[config.mk]
export PLATFORM = sky130hd
export DESIGN_NAME = hex_display_scanner
export DESIGN_NICKNAME = d
export VERILOG_FILES = /design/src/rtl/hex_display_scanner.sv
export SDC_FILE = /design/constraint.sdc
export NUM_CORES = 1
export LEC_CHECK = 0
export BUFFER_PORTS_ARGS = -buffer_cell sky130_fd_sc_hd__buf_2
export CORE_MARGIN = 2
export CORE_UTILIZATION = 57
export CTS_BUF_LIST = sky130_fd_sc_hd__clkbuf_4
export CTS_CLUSTER_DIAMETER = 50
export DETAILED_ROUTE_END_ITERATION = 8
export HOLD_SLACK_MARGIN = 0.15
export PLACE_DENSITY = 0.77
export SETUP_SLACK_MARGIN = 0.4
export SLEW_MARGIN = 5
export SYNTH_ARGS = -nofsm -noshare
export SYNTH_HDL_FRONTEND = slang
export SYNTH_SLANG_ARGS = --single-unit
export TNS_END_PERCENT = 20
[constraint.sdc]
create_clock -name in_clock -period 3.3 [get_ports in_clock]
set_input_delay 0.165 -clock in_clock [delete_from_list [all_inputs] [get_ports in_clock]]
set_output_delay 0.165 -clock in_clock [all_outputs]
set_load 0.05 [all_outputs]
[src/rtl/hex_display_scanner.sv]
// Multiplexed hex display scan controller with frame-boundary commit.
// Optional: LEADING_ZERO_BLANK_EN blanks leading zero digits.
module hex_display_scanner #(
  parameter int NUM_DIGITS   = 6,
  parameter int SCAN_DIV     = 50000,
  parameter int BLANK_CYCLES = 500
) (
  input  logic                    in_clock,
  input  logic                    in_reset_n,
  input  logic [4*NUM_DIGITS-1:0] in_value,
  input  logic                    in_load,
  output logic                    out_ready,
  output logic [NUM_DIGITS-1:0]   out_digit_select,
  output logic [6:0]              out_seven_segment
);

  localparam int CMAX =
    (SCAN_DIV > BLANK_CYCLES) ? SCAN_DIV : BLANK_CYCLES;
  localparam int CW = $clog2(CMAX + 1);
  localparam int IW = $clog2(NUM_DIGITS);

  localparam logic [CW-1:0] DRV_LAST = CW'(SCAN_DIV - 1);
  localparam logic [CW-1:0] BLK_LAST =
    CW'((BLANK_CYCLES > 0) ? BLANK_CYCLES - 1 : 0);
  localparam logic [IW-1:0] IDX_LAST = IW'(NUM_DIGITS - 1);

  typedef enum logic {
    S_BLANK,
    S_DRIVE
  } state_t;

  // Each slot starts here; with no blank time it starts in DRIVE.
  localparam state_t S_SLOT =
    (BLANK_CYCLES == 0) ? S_DRIVE : S_BLANK;

  state_t                  state_q, state_d;
  logic [CW-1:0]           cnt_q, cnt_d;
  logic [IW-1:0]           idx_q, idx_d;
  logic [4*NUM_DIGITS-1:0] disp_q, disp_d;
  logic [4*NUM_DIGITS-1:0] shad_q, shad_d;
  logic                    pend_q, pend_d;
  logic                    ready_q, ready_d;
  logic [NUM_DIGITS-1:0]   sel_q, sel_d;
  logic [6:0]              seg_q, seg_d;
  logic                    accept;
  logic                    commit;
  logic [3:0]              digit_d;

  function automatic logic [6:0] seg7(input logic [3:0] d);
    logic [6:0] s;
    unique case (d)
      4'h0: s = 7'h40;
      4'h1: s = 7'h79;
      4'h2: s = 7'h24;
      4'h3: s = 7'h30;
      4'h4: s = 7'h19;
      4'h5: s = 7'h12;
      4'h6: s = 7'h02;
      4'h7: s = 7'h78;
      4'h8: s = 7'h00;
      4'h9: s = 7'h18;
      4'hA: s = 7'h08;
      4'hB: s = 7'h03;
      4'hC: s = 7'h27;
      4'hD: s = 7'h21;
      4'hE: s = 7'h06;
      4'hF: s = 7'h0E;
    endcase
    return s;
  endfunction

`ifdef LEADING_ZERO_BLANK_EN
  // True when digit idx and all more significant digits are zero.
  function automatic logic lead_zero(
    input logic [4*NUM_DIGITS-1:0] disp,
    input logic [IW-1:0]           idx
  );
    logic z;
    z = (idx != '0);
    for (int j = 0; j < NUM_DIGITS; j++) begin
      if (j >= int'(idx) && disp[4*j +: 4] != 4'h0)
        z = 1'b0;
    end
    return z;
  endfunction
`endif

  assign out_ready         = ready_q;
  assign out_digit_select  = sel_q;
  assign out_seven_segment = seg_q;

  // Next-state, handshake/commit and next-output logic.
  always_comb begin
    state_d = state_q;
    cnt_d   = cnt_q;
    idx_d   = idx_q;
    disp_d  = disp_q;
    shad_d  = shad_q;
    pend_d  = pend_q;
    ready_d = ready_q;
    sel_d   = '1;
    seg_d   = 7'h7F;

    accept = in_load && ready_q;
    commit = pend_q && (state_q == S_DRIVE) &&
             (cnt_q == DRV_LAST) && (idx_q == IDX_LAST);

    if (accept) begin
      shad_d  = in_value;
      pend_d  = 1'b1;
      ready_d = 1'b0;
    end
    if (commit) begin
      disp_d  = shad_q;
      pend_d  = 1'b0;
      ready_d = 1'b1;
    end

    unique case (state_q)
      S_BLANK: begin
        if (cnt_q == BLK_LAST) begin
          state_d = S_DRIVE;
          cnt_d   = '0;
        end else begin
          cnt_d = cnt_q + 1'b1;
        end
      end
      S_DRIVE: begin
        if (cnt_q == DRV_LAST) begin
          state_d = S_SLOT;
          cnt_d   = '0;
          idx_d   = (idx_q == IDX_LAST) ? '0 : idx_q + 1'b1;
        end else begin
          cnt_d = cnt_q + 1'b1;
        end
      end
      default: state_d = S_SLOT;
    endcase

    digit_d = disp_d[4*idx_d +: 4];
    if (state_d == S_DRIVE) begin
      sel_d = ~(NUM_DIGITS'(1) << idx_d);
`ifdef LEADING_ZERO_BLANK_EN
      seg_d = lead_zero(disp_d, idx_d) ? 7'h7F : seg7(digit_d);
`else
      seg_d = seg7(digit_d);
`endif
    end
  end

  // State and registered outputs.
  always_ff @(posedge in_clock) begin
    if (!in_reset_n) begin
      state_q <= S_SLOT;
      cnt_q   <= '0;
      idx_q   <= '0;
      disp_q  <= '0;
      shad_q  <= '0;
      pend_q  <= 1'b0;
      ready_q <= 1'b1;
      sel_q   <= '1;
      seg_q   <= 7'h7F;
    end else begin
      state_q <= state_d;
      cnt_q   <= cnt_d;
      idx_q   <= idx_d;
      disp_q  <= disp_d;
      shad_q  <= shad_d;
      pend_q  <= pend_d;
      ready_q <= ready_d;
      sel_q   <= sel_d;
      seg_q   <= seg_d;
    end
  end

endmodule
==> metrics.txt, run 1 <==
status=finished, final reports clean; Clock Skews=0.0255 ns; R2R cell count=12; CP required=3.62 ns; final net count=605; Fillers=591; post-synthesis register bit count=83; sequential share of power=0.600; Core Footprint=6910 µm²; via count=3849; Syn-to-layout area delta=21.3%; Setup Viol. Count Final=0; post-synthesis async set-or-reset flop share=0; Detailed Place HPWL=6.67 mm; CP Launch Type=register; Finished Core Util=0.722; flop2flop setup slack=0.42 ns; overall overflow remaining after global route=0; largest net degree at the start of global routing=56; number of synthesized flops with an enable pin=0; P_sw=0.414 mW; Crit Reg-Reg Endpoint=out_seven_segment[0]$_SDFF_PN1_; static leakage=1.83 nW; WL/cell=14.8 µm; post-layout min period=2.88 ns; maxcap violations=0; internal power=1.32 mW; diode count=0; row count=30; r2r startpoint=cnt_q[13]$_SDFF_PN0_; hold_sp=in_reset_n; Avg Cell Area, Syn=8.29 µm²; maximum VDD drop=0.000243 V; f_max=0.347 GHz; Post-synth top flop=dfxtp_1; GR Util All Layers=0.264; CTS Sinks=83; DRC viols=0; critical path class=register to register; initial drt markers=332; Slew HR=0.430; multi-input logic area=2340 µm²; crit path max fanout=7; Die Area=7910 µm²; initial antenna violation count=0; Pwr per Cell Area=347 nW/µm²; RSZ-0062 raised after global routing=yes; CTS Buf Count=9; Slew Limit Fails=0; worst min-delay path category=input port to register; H-tree Lvls=3; switching share of power=0.240; gp weighted congestion=1.05; clock share of power=0.342; worst skew pair latency=0.44 ns; Top Ports=41; Synth Net Count=530; Die Wd=89.0 µm; CTS tree=done; ANT nets after route=0; share of cells above drive strength 1=0.219; Setup TNS=0 ns; Worst-Margin Slew=0.855 ns; combinational fraction of design power=0.058; via density per instance=5.73; synthesis warning total=0; drt pass-1 iters=5; Critical Path End Type=register; cell area after synthesis=4110 µm²; critical path arrival=3.20 ns; vias in the first global route=3652; hold depth=3; Synth cell types=69; sequential area share after synthesis=0.404; Die H=89.0 µm; PortBufs=40; clock root cell=clkbuf_4; Synth Instances=496; first-pass GRT wire length=16.4 mm; Clock Tree Buf Depth=2; final hold slack=0.258 ns; initial core utilization=0.596; Sequential Area=1670 µm²; Clock transition at path regs=0.14 ns; final hold violations=0; drt total wl=9.94 mm; worst hold endpoint=out_ready$_SDFFE_PP1P_; crit share post-route=0.874
-- area by class of cell --
type                    count  share of cell area
clock buffers              10              0.0150
well taps                  96              0.0241
inverters                  11             0.00878
clock inverters             6              0.0133
repair buffers             94               0.135
flip-flops and latches     83               0.335
multi-input cells         372               0.469
-- power by group through the flow --
stage	Sequential [mW]	Clock [mW]	Combinational, mW
global placement	1.06	0	0.0747
detailed placement	1.06	0	0.0779
finish	1.04	0.592	0.101
global route	1.04	0.640	0.114
CTS	1.04	0.603	0.100
floorplan	1.06	0	0.0502
-- cells in the mapped netlist, types with 3 or more instances --
cell	count	area share
o2111ai_1	4	0.0085
xor2_1	6	0.013
a21boi_0	48	0.088
o211ai_2	3	0.0091
nand2_1	121	0.11
dfxtp_1	83	0.40
ha_1	7	0.021
clkbuf_1	18	0.016
buf_2	6	0.0073
nor3_1	7	0.0085
buf_6	3	0.0082
o21ai_0	12	0.015
xnor2_1	8	0.017
and2_1	4	0.0061
nor2b_1	4	0.0061
mux2i_1	5	0.012
a211oi_1	3	0.0055
and3_1	6	0.0091
nor2_1	33	0.030
a21oi_1	9	0.011
o211ai_1	5	0.0091
a31oi_1	3	0.0046
nand4_1	8	0.012
o221ai_1	3	0.0064
inv_1	10	0.0091
nand3_1	24	0.029
-- sequential cells by signal, indices dropped and copies added (netlist names), named ones only --
signal	count
shad_q	24
disp_q	20
cnt_q	16
out_seven_segment	7
out_digit_select	6
idx_q	3
out_ready	1
pend_q	1
state_q	1
-- worst max-delay path by stage --
stage | startpoint | to | slack (ns) | cells after the start
2_1_floorplan | cnt_q[0]$_SDFF_PN0_ | out_seven_segment[3]$_SDFF_PN1_ | 0.40 | 15
3_3_place_gp | cnt_q[0]$_SDFF_PN0_ | out_seven_segment[3]$_SDFF_PN1_ | 0.25 | 13
3_5_place_dp | cnt_q[0]$_SDFF_PN0_ | out_seven_segment[3]$_SDFF_PN1_ | 0.09 | 13
4_1_cts | cnt_q[10]$_SDFF_PN0_ | out_seven_segment[3]$_SDFF_PN1_ | 0.40 | 12
5_1_grt | cnt_q[13]$_SDFF_PN0_ | out_seven_segment[0]$_SDFF_PN1_ | 0.23 | 11
6_report | cnt_q[13]$_SDFF_PN0_ | out_seven_segment[0]$_SDFF_PN1_ | 0.42 | 12
-- worst max-delay path, cell delays in order (launching register included) --
cell	delay (ns)
dfxtp_4	0.39
nor4_4	0.41
nand3_4	0.20
buf_4	0.21
o21ai_4	0.17
o2111ai_1	0.17
o311ai_2	0.14
o211ai_2	0.19
buf_6	0.17
ha_1	0.18
a311o_1	0.28
o211ai_1	0.13
o211ai_2	0.11
-- cells by family after synthesis --
kind of cell / after synthesis / share of synthesized area
xor gates and xnor gates: 14 / 0.0298
DFF: 83 / 0.404
muxes: 8 / 0.0204
and+or+nand+nor: 225 / 0.252
AOI/OAI and AO/OA: 118 / 0.224
adders and majority gates: 7 / 0.0213
buffers and inverters: 41 / 0.0496
-- metrics by stage --
| step | worst slack [ns] | std cells | instance area, µm² | power [mW] |
|---|---|---|---|---|
| floorplan | 0.403 | 496 | 4120 | 1.11 |
| global placement | 0.254 | 618 | 4400 | 1.13 |
| detailed placement | 0.0946 | 618 | 4400 | 1.14 |
| CTS | 0.401 | 661 | 4840 | 1.74 |
| global route | 0.228 | 672 | 4990 | 1.79 |
| finish | 0.417 | 672 | 4990 | 1.73 |
-- repair_timing --
item                                    CTS  global route
endpoints found under the setup margin    7             6
pin swaps                                 3            12
hold buffers                             25             0
gates resized for setup                  13            17
setup buffers                             2            11
endpoints found under the hold margin    25             0
-- cell usage in the layout (no fill, tap or decap), types with 5 or more instances in the layout --
cell and instances:
xor2_1 6, buf_4 27, dfxtp_1 78, nand4_1 8
inv_1 7, xnor2_1 8, nor2_1 32, o21ai_0 10
dlygate4sd3_1 25, nand3_1 24, o211ai_1 5, a21boi_0 48
a21oi_1 6, nor3_1 7, buf_2 40, nand2_1 121
clkbuf_4 10
-- layer usage --
layer,vias to the layer above,GRT usage,part of all wire
met5,-,0,0
met4,0,0.137,0.036
met3,36,0.0554,0.059
met2,135,0.424,0.47
met1,1804,0.334,0.44
li1,1874,-,-
Power figures use the tool's default switching activity.
==> run 2: changes to the inputs <==
--- a/config.mk
+++ b/config.mk
@@ -6,11 +6,11 @@
 export NUM_CORES = 1
 export LEC_CHECK = 0
 export BUFFER_PORTS_ARGS = -buffer_cell sky130_fd_sc_hd__buf_2
-export CORE_MARGIN = 2
 export CORE_UTILIZATION = 57
 export CTS_BUF_LIST = sky130_fd_sc_hd__clkbuf_4
 export CTS_CLUSTER_DIAMETER = 50
 export DETAILED_ROUTE_END_ITERATION = 8
+export GPL_TIMING_DRIVEN = 0
 export HOLD_SLACK_MARGIN = 0.15
 export PLACE_DENSITY = 0.77
 export SETUP_SLACK_MARGIN = 0.4
==> run 2 against run 1 <==
First-iteration DRC count grew 4.8%. Design area up 1.8%. Power down 5.1%. Sequential share of layout area shrank 0.53 points. Fmax fell by 2.7%. Flip-flop and latch count did not move. Clock skew down 0.014 ns. Core utilization is 1.7 points higher. Critical path depth rose by 2. Die area down 4.4%. Worst setup slack worse by 0.081 ns. Worst hold slack improved by 0.22 ns. Highest routed layer unchanged.
==> metrics.txt, run 2 (synthesis gave the netlist of run 1 again) <==
status=finished, final reports clean; worst skew pair latency=0.43 ns (about the same); Worst-Margin Slew=0.553 ns (-0.302 ns); initial core utilization=0.599 (+0.00325); ANT nets after route=0 (unchanged); Clock transition at path regs=0.12 ns (-0.02 ns); post-layout min period=2.96 ns (+0.0814 ns); max reg flops=24 (unchanged); CTS Buf Count=9 (unchanged); worst min-delay path category=register to register; Clock Tree Buf Depth=2 (unchanged); DRC viols=0 (unchanged); clock root cell=clkbuf_4; crit share post-route=0.898 (+0.0247); CP required=3.64 ns (+0.02 ns); Setup TNS=0 ns (unchanged); Top Ports=41 (unchanged); WL/cell=15.5 µm (+4.5%); Slew Limit Fails=0 (unchanged); Post-Layout Cell Count=685 (+1.9%); most frequent cells in the layout=nand2_1, dfxtp_1, a21boi_0; worst hold endpoint=shad_q[22]$_SDFFE_PN0P_; Die H=87.0 µm (-2.2%); GR Util All Layers=0.301 (+0.0373); maximum VDD drop=0.000345 V (+42%); H-tree Lvls=3 (unchanged); CP Launch Type=register; critical path class=register to register; maxcap violations=0 (unchanged); largest net degree at the start of global routing=13 (-77%); gp weighted congestion=0.928 (-12%); initial antenna violation count=0 (unchanged); flop2flop setup slack=0.34 ns (-0.08 ns); r2r startpoint=cnt_q[5]$_SDFF_PN0_; CP Launch Point=cnt_q[5]$_SDFF_PN0_; Reg with most FFs=shad_q; crit path max fanout=10 (+3); drt pass-1 iters=6 (+1); Pwr per Cell Area=323 nW/µm² (-6.8%); Detailed Place HPWL=7.12 mm (+6.8%); Syn-to-layout area delta=23.5%; Critical Path End Type=register; critical path arrival=3.30 ns (+0.10 ns); f_max=0.337 GHz (-2.7%); Total Power=1.64 mW (-5.1%); share of cells above drive strength 1=0.209 (-0.00992); hold depth=2 (-1); Die Wd=87.0 µm (-2.2%); final net count=619 (+2.3%); overall overflow remaining after global route=0 (unchanged); row count=30 (unchanged); Finished Core Util=0.740 (+0.0172); static leakage=1.86 nW (+2.0%); top flop regs=shad_q: 24 flops, disp_q: 20 flops, cnt_q: 16 flops; Clock Skews=0.0116 ns (-0.0139 ns); via count=3849 (unchanged); CTS tree=done; Slew HR=0.631 (+0.201); most common cell after layout, fill and taps aside=nand2_1; drt total wl=10.6 mm (+6.5%); initial drt markers=348 (+4.8%); Crit Reg-Reg Endpoint=out_seven_segment[3]$_SDFF_PN1_; placed cell area=4440 µm² (+0.85%); Die Area=7560 µm² (-4.4%); Setup Viol. Count Final=0 (unchanged); placed insts=631 (+2.1%); hold_sp=shad_q[22]$_SDFFE_PN0P_; first-pass GRT wire length=17.6 mm (+7.3%); Core Footprint=6870 µm² (-0.54%); Post-Layout Inst Area=5080 µm² (+1.8%); R2R cell count=14 (+2); via density per instance=5.62 (-1.9%); diode count=0 (unchanged); final hold violations=0 (unchanged); CTS Sinks=83 (unchanged); vias in the first global route=3688 (+0.99%); PortBufs=39 (-2.5%); RSZ-0062 raised after global routing=yes
[run 2: cell types whose count changed in the layout (fill, tap and decap cells not counted), sizes merged]
cell / previous run / this run
clkbuf: 10 / 31
buf: 69 / 60
dlygate4sd3: 25 / 28
bufinv: 1 / 0
clkinvlp: 2 / 1
[run 2: per-stage QoR]
step | hold slack, ns | setup slack [ns]
2_1_floorplan | 0.310 | 0.403
3_3_place_gp | 0.415 | 0.0744
3_5_place_dp | 0.424 | -0.0125
4_1_cts | 0.477 | 0.412
5_1_grt | 0.497 | 0.232
6_report | 0.475 | 0.335
[run 2: timing repair]
| action | in CTS | in global routing |
|---|---|---|
| pin swaps | 7 | 12 |
| setup endpoints to repair | 7 | 6 |
| hold endpoints to repair | 26 | 0 |
| buffers inserted | 6 | 5 |
| hold buffers | 28 | 0 |
| resized for setup | 29 | 16 |
[run 2: area by class of cell]
type	instances	area, µm²
buffer	30	173
clock buffer	11	82.6
clock inverter	4	18.8
fill	542	1790
inverter	11	43.8
multi-input combinational	372	2390
sequential	83	1670
tap	96	120
timing repair buffer	78	574
[run 2: worst max path at each step]
stage / end / slack (ns) / depth (start not counted)
floorplan: out_seven_segment[3]$_SDFF_PN1_ / 0.40 / 15
global placement: out_seven_segment[3]$_SDFF_PN1_ / 0.07 / 15
detailed placement: out_seven_segment[3]$_SDFF_PN1_ / -0.01 / 15
CTS: out_seven_segment[3]$_SDFF_PN1_ / 0.41 / 14
global route: out_seven_segment[1]$_SDFF_PN1_ / 0.23 / 14
finish: out_seven_segment[3]$_SDFF_PN1_ / 0.34 / 14
[run 2: worst max-delay path, stage by stage, from the launching register on]
cell       delay [ns]
dfxtp_1          0.37
and4b_1          0.28
and3_4           0.21
buf_6            0.17
buf_4            0.22
nand3_4          0.10
and2_4           0.17
o22a_1           0.21
o211ai_4         0.26
inv_2            0.11
ha_4             0.27
inv_4            0.06
a21o_1           0.13
o2111ai_2        0.12
a21bo_1          0.21
[run 2: power by group]
group | leakage [nW] | internal, mW | switching (mW)
logic | 1.13 | 0.0597 | 0.0516
clock network | 0.0555 | 0.161 | 0.332
registers | 0.677 | 1.02 | 0.0156
[run 2: routing by layer]
metal  track usage  vias to the layer above  routed length, µm
li1              -                     1898                  -
met4         0.111                        0                246
met1         0.391                     1800               4920
met5             0                        -                  0
met3        0.0673                       24                525
met2         0.489                      127               4890
